===== src/rtl/lot_pkg.sv =====
// Shared types for the parking-lot occupancy monitor.
package lot_pkg;

  // Per-lane sensor sequencing states.
  typedef enum logic [2:0] {
    StIdle,
    StInA,
    StInAb,
    StInB,
    StOutB,
    StOutAb,
    StOutA,
    StFault
  } lane_state_e;

  // Synchronised sensor code, written {a, b}.
  localparam logic [1:0] AbNone  = 2'b00;
  localparam logic [1:0] AbOnlyB = 2'b01;
  localparam logic [1:0] AbOnlyA = 2'b10;
  localparam logic [1:0] AbBoth  = 2'b11;

endpackage


===== src/rtl/lot_lane_fsm.sv =====
// One sensor lane: 2-flop synchronisers, direction FSM and registered pulses.
module lot_lane_fsm
  import lot_pkg::*;
(
  input  logic clk_i,
  input  logic rst_i,
  input  logic a_i,
  input  logic b_i,
  output logic inc_o,
  output logic dec_o,
  output logic fault_o
);

  logic        a_meta_q, a_sync_q;
  logic        b_meta_q, b_sync_q;
  logic [1:0]  ab;
  lane_state_e state_q, state_d;
  logic        inc_q, inc_d;
  logic        dec_q, dec_d;
  logic        fault_q, fault_d;

  // Bring the asynchronous sensor levels into the clock domain.
  always_ff @(posedge clk_i or posedge rst_i) begin
    if (rst_i) begin
      a_meta_q <= 1'b0;
      a_sync_q <= 1'b0;
      b_meta_q <= 1'b0;
      b_sync_q <= 1'b0;
    end else begin
      a_meta_q <= a_i;
      a_sync_q <= a_meta_q;
      b_meta_q <= b_i;
      b_sync_q <= b_meta_q;
    end
  end

  assign ab = {a_sync_q, b_sync_q};

  // Next-state decode; pulses only when a full sequence returns to idle.
  always_comb begin
    state_d = state_q;
    inc_d   = 1'b0;
    dec_d   = 1'b0;
    unique case (state_q)
      StIdle: begin
        if (ab == AbOnlyA)      state_d = StInA;
        else if (ab == AbOnlyB) state_d = StOutB;
        else if (ab == AbBoth)  state_d = StFault;
      end
      StInA: begin
        if (ab == AbBoth)       state_d = StInAb;
        else if (ab == AbNone)  state_d = StIdle;
        else if (ab == AbOnlyB) state_d = StFault;
      end
      StInAb: begin
        if (ab == AbOnlyB)      state_d = StInB;
        else if (ab == AbOnlyA) state_d = StInA;
        else if (ab == AbNone)  state_d = StFault;
      end
      StInB: begin
        if (ab == AbNone) begin
          state_d = StIdle;
          inc_d   = 1'b1;
        end else if (ab == AbBoth) begin
          state_d = StInAb;
        end else if (ab == AbOnlyA) begin
          state_d = StFault;
        end
      end
      StOutB: begin
        if (ab == AbBoth)       state_d = StOutAb;
        else if (ab == AbNone)  state_d = StIdle;
        else if (ab == AbOnlyA) state_d = StFault;
      end
      StOutAb: begin
        if (ab == AbOnlyA)      state_d = StOutA;
        else if (ab == AbOnlyB) state_d = StOutB;
        else if (ab == AbNone)  state_d = StFault;
      end
      StOutA: begin
        if (ab == AbNone) begin
          state_d = StIdle;
          dec_d   = 1'b1;
        end else if (ab == AbBoth) begin
          state_d = StOutAb;
        end else if (ab == AbOnlyB) begin
          state_d = StFault;
        end
      end
      StFault: begin
        if (ab == AbNone) state_d = StIdle;
      end
      default: state_d = StIdle;
    endcase
    fault_d = (state_d == StFault);
  end

  // State and output registers.
  always_ff @(posedge clk_i or posedge rst_i) begin
    if (rst_i) begin
      state_q <= StIdle;
      inc_q   <= 1'b0;
      dec_q   <= 1'b0;
      fault_q <= 1'b0;
    end else begin
      state_q <= state_d;
      inc_q   <= inc_d;
      dec_q   <= dec_d;
      fault_q <= fault_d;
    end
  end

  assign inc_o   = inc_q;
  assign dec_o   = dec_q;
  assign fault_o = fault_q;

endmodule


===== src/rtl/lot_monitor.sv =====
// Multi-lane parking-lot occupancy monitor with saturating counter.
module lot_monitor
  import lot_pkg::*;
#(
  parameter int unsigned LANES    = 2,
  parameter int unsigned CAPACITY = 255,
  parameter int unsigned CNT_W    = $clog2(CAPACITY + 1)
) (
  input  logic             clk,
  input  logic             rst,
  input  logic [LANES-1:0] a,
  input  logic [LANES-1:0] b,
  input  logic             clr_err,
  output logic [LANES-1:0] inc,
  output logic [LANES-1:0] dec,
  output logic [LANES-1:0] fault,
  output logic [CNT_W-1:0] count,
  output logic             full,
  output logic             empty,
  output logic             err_ovf,
  output logic             err_unf
);

  // Signed width wide enough that count +/- all lanes never wraps.
  localparam int unsigned PcW = $clog2(LANES + 1);
  localparam int unsigned DW  = CNT_W + PcW + 1;
  localparam logic signed [DW-1:0] CapS = DW'(CAPACITY);
  localparam logic [CNT_W-1:0]     CapC = CNT_W'(CAPACITY);

  for (genvar i = 0; i < LANES; i++) begin : g_lane
    lot_lane_fsm u_lane (
      .clk_i   (clk),
      .rst_i   (rst),
      .a_i     (a[i]),
      .b_i     (b[i]),
      .inc_o   (inc[i]),
      .dec_o   (dec[i]),
      .fault_o (fault[i])
    );
  end

  logic [CNT_W-1:0]     count_q, count_d;
  logic                 full_q, full_d;
  logic                 empty_q, empty_d;
  logic                 err_ovf_q, err_ovf_d;
  logic                 err_unf_q, err_unf_d;
  logic signed [DW-1:0] sum;
  logic                 ovf_set, unf_set;

  // Net the lane pulses into the count, clamp, and flag saturation.
  always_comb begin
    sum = $signed({{(DW - CNT_W){1'b0}}, count_q});
    for (int unsigned i = 0; i < LANES; i++) begin
      sum = sum + $signed({{(DW - 1){1'b0}}, inc[i]}) - $signed({{(DW - 1){1'b0}}, dec[i]});
    end
    ovf_set = (sum > CapS);
    unf_set = sum[DW-1];
    if (ovf_set)      count_d = CapC;
    else if (unf_set) count_d = '0;
    else              count_d = sum[CNT_W-1:0];
    full_d    = (count_d == CapC);
    empty_d   = (count_d == '0);
    // Setting wins over a same-cycle clear.
    err_ovf_d = ovf_set | (err_ovf_q & ~clr_err);
    err_unf_d = unf_set | (err_unf_q & ~clr_err);
  end

  // Counter and flag registers.
  always_ff @(posedge clk or posedge rst) begin
    if (rst) begin
      count_q   <= '0;
      full_q    <= 1'b0;
      empty_q   <= 1'b1;
      err_ovf_q <= 1'b0;
      err_unf_q <= 1'b0;
    end else begin
      count_q   <= count_d;
      full_q    <= full_d;
      empty_q   <= empty_d;
      err_ovf_q <= err_ovf_d;
      err_unf_q <= err_unf_d;
    end
  end

  assign count   = count_q;
  assign full    = full_q;
  assign empty   = empty_q;
  assign err_ovf = err_ovf_q;
  assign err_unf = err_unf_q;

endmodule


===== config.mk =====
export PLATFORM = sky130hd
export DESIGN_NAME = lot_monitor
export DESIGN_NICKNAME = d
export VERILOG_FILES = /design/src/rtl/lot_pkg.sv /design/src/rtl/lot_lane_fsm.sv /design/src/rtl/lot_monitor.sv
export SDC_FILE = /design/constraint.sdc
export NUM_CORES = 1
export LEC_CHECK = 0
export ABC_AREA = 1
export BUFFER_PORTS_ARGS = -buffer_cell sky130_fd_sc_hd__buf_2
export CAP_MARGIN = 10
export CELL_PAD_IN_SITES_DETAIL_PLACEMENT = 1
export CELL_PAD_IN_SITES_GLOBAL_PLACEMENT = 1
export CORE_ASPECT_RATIO = 1.1
export CORE_MARGIN = 5
export CORE_UTILIZATION = 45
export CTS_CLUSTER_SIZE = 16
export DETAILED_ROUTE_END_ITERATION = 8
export PLACE_DENSITY = 0.85
export SYNTH_ARGS = -nofsm -noshare
export SYNTH_HDL_FRONTEND = slang
export SYNTH_SLANG_ARGS = --single-unit
export TNS_END_PERCENT = 50

===== constraint.sdc =====
create_clock -name clk -period 9.12 [get_ports clk]
set_clock_uncertainty 0.05 [all_clocks]
set_input_delay 0.456 -clock clk [delete_from_list [all_inputs] [get_ports clk]]
set_output_delay 0.456 -clock clk [all_outputs]
set_load 0.02 [all_outputs]

==> impl_results.md <==
- Largest net degree at the start of global routing: 33
- Required time worst endpoint: ~9.3 ns
- Number of flops mapped to enable cells by yosys: 0
- Cell variety after synth: 40
- Crit-path max FO: 11
- Root Buffer: clkbuf_8
- Reg clk slew, reported paths: 0.07 ns
- Most common cell on crit path: nand2_2
- Most frequent cells in the layout: nand2_1 (64), inv_1 (58), dfrtp_1 (31)
- Slew margin rel.: 0.716
- Drt initial violations: 27
- Starting Density: 0.462
- Setup TNS: 0 ns
- Max-cap viol count: 0
- Die X: 83.1 um
- CTS tree: done
- Final worst path period share: 0.390
- Kind of critical path: reg2reg
- Fin nets: 400
- #FFs+latches synth: 32
- Leading post-synthesis cells by cell area: dfrtp_1 (29%), ha_1 (9.5%), nand2_1 (9.1%)
- Slowest CP cell: fa_1
- Setup Buffers After CTS: 0
- Max-slew violation total from the final report: 0
- Synth Instances: roughly 350
- CP Cell Sequence: ha_1, inv_1, ha_1, fa_1, xor2_1, inv_1, ha_1, a21oi_1, o21bai_1, nand3_2, nand2_2, nand2_2, nand2_4, nand2_4, nand2_4, nand2_2, nand2_2, or2b_2, nand4_2, nor2_2
- Top cell type's share of synthesized area: 0.293
- Ports: 25
- Post-Syn Nets: 378
- Routability Congestion: 0.879
- Chip Height: ~90 um
- Port-buffer cells: 24
- Hold Path Class: in2async
- Vias after detailed routing: 2271
- Synth Area per Inst: 7.58 um2
- Leading cell type in the layout, fill and taps excluded: nand2_1
- Synthesis Warnings: 0
- Cell Area, Synth: 0.00265 mm2
- RSZ-0062 raised after global routing: no
- Fin crit period: 3.56 ns
- Outcome: finished clean
- Post-layout util: 0.504
- Yosys top cell by area: dfrtp_1
- Routed wire length: roughly 6600 um
- Die area: 0.00752 mm2
- Top FF cell, synth: dfrtp_1
- Ratio of cells with drive above 1 in the final layout: 0.256
- Crit path DAT: 3.74 ns
- Hold Buf Count CTS: 0
- Core area: 0.00573 mm2
- Multi-input logic area: 0.00152 mm2
- Worst-Margin Slew: 0.426 ns
- Cts bufs inserted: 5
- FFs w/ async S/R, synth: 1.00
- Post-route DRC: 0
- H-tree depth: 2
- Core Rows: 29
- Detail Placement HPWL: 5470 um
- Diode count: 0
- Final Setup Violations: 0
- Clock latency on the worst-skew pair: approximately 0.28 ns
- WL per Instance: 14.8 um
- Seq/Total Area, Yosys: 0.303
- Final Hold Fails: 0
- DRT antenna net count: 0
- GRT Residual Overflow: 0
- First-pass GRT wire length: 11400 um
- Vias in the first global route: 2498
- Critical Path End Type: flop
- Register area: 802 um2
- Fill cells: 773
- F_max: 0.281 GHz
- Synthesis-to-layout area growth: 9.13%
- Post-CTS sizing: 0
- Slowest Stage Delay on Critical Path: 0.43 ns
- Clock Tree Buf Depth: 2
- Tot GR Track Use: 0.183
- Initial antenna violation count: 0
- Startpoint Class: flop
- Hold WS: 0.202 ns
- Clk sinks: 32
- Vias per inst: between 5 and 6
- R2R cell count: 20
- First-pass detailed-route iteration total: 4
-- critical path: cells and delay by family, from the launching register on --
kind / cells / cell delay, ns
adder cells (fa/ha/maj): 4 / 1.24
AND/OR/NAND/NOR: 11 / 1.17
flip-flops: 1 / 0.38
AO/OA/AOI/OAI: 2 / 0.31
XOR/XNOR: 1 / 0.23
buffers and inverters: 2 / 0.11
-- metal layers --
layer | routed length [um] | part of all wire | up-vias | global-route usage
met4 | 125 | 0.019 | 0 | 0.0409
li1 | - | - | 1144 | -
met3 | 181 | 0.027 | 10 | 0.0374
met2 | 3630 | 0.55 | 27 | 0.369
met5 | 0 | 0 | - | 0
met1 | 2670 | 0.40 | 1090 | 0.189
-- cell usage after synthesis (all sizes together), types with 2 or more instances --
library cell and n:
a21oi 13, a221oi 3, and3 3, buf 8, clkbuf 2, dfrtp 31
fa 2, ha 20, inv 66, nand2 102, nand3 29, nand4 4
nor2 29, nor3 5, o2111ai 2, o21ai 10, o22ai 2, xnor2 2
xor2 6
-- logic make-up after synthesis --
family          after synthesis  synth area share
fa+ha+maj                    22             0.110
simple gates                173             0.341
buf+inv                      76             0.124
flops                        32             0.303
xor+xnor                      8            0.0293
compound gates               38            0.0927
-- cell type report --
class,count,area share
Timing Repair Buffer,25,0.0442
Sequential cell,32,0.278
Inverter,66,0.0867
Multi-Input combinational cell,241,0.525
Tap cell,77,0.0334
Clock buffer,7,0.0334
-- flip-flops by register name, indices dropped and copies added (netlist names) --
signal                  count
err_unf                     1
g_lane.u_lane.a_sync_q      2
count                       8
g_lane.u_lane.a_meta_q      2
empty                       1
err_ovf                     1
g_lane.u_lane.b_meta_q      2
g_lane.u_lane.b_sync_q      2
g_lane.u_lane.inc_o         2
g_lane.u_lane.fault_o       2
g_lane.u_lane.state_q       6
full                        1
g_lane.u_lane.dec_o         2
-- stage by stage --
step	setup WS, ns	cell area [um2]	std cells
6_report	5.56	2890	448
5_1_grt	5.32	2890	448
4_1_cts	5.54	2890	448
3_5_place_dp	5.55	2790	441
3_3_place_gp	5.68	2790	441
2_1_floorplan	5.94	2650	349
-- final timing paths --
kind / start / end / slack (ns)
hold / removal: rst / g_lane[1].u_lane.dec_o / 0.20
min in group clk: a[0] / g_lane[0].u_lane.a_meta_q / 0.23
setup / recovery: g_lane[0].u_lane.dec_o / empty / 5.56
setup reg to reg: g_lane[0].u_lane.dec_o / empty / 5.56
hold reg to reg: g_lane[0].u_lane.a_meta_q / g_lane[0].u_lane.a_sync_q / 0.30
max in group asynchronous: rst / empty / 8.49
Power is not shown: default switching activity piles up to over one toggle a cycle in this logic, so the estimate is an artifact.
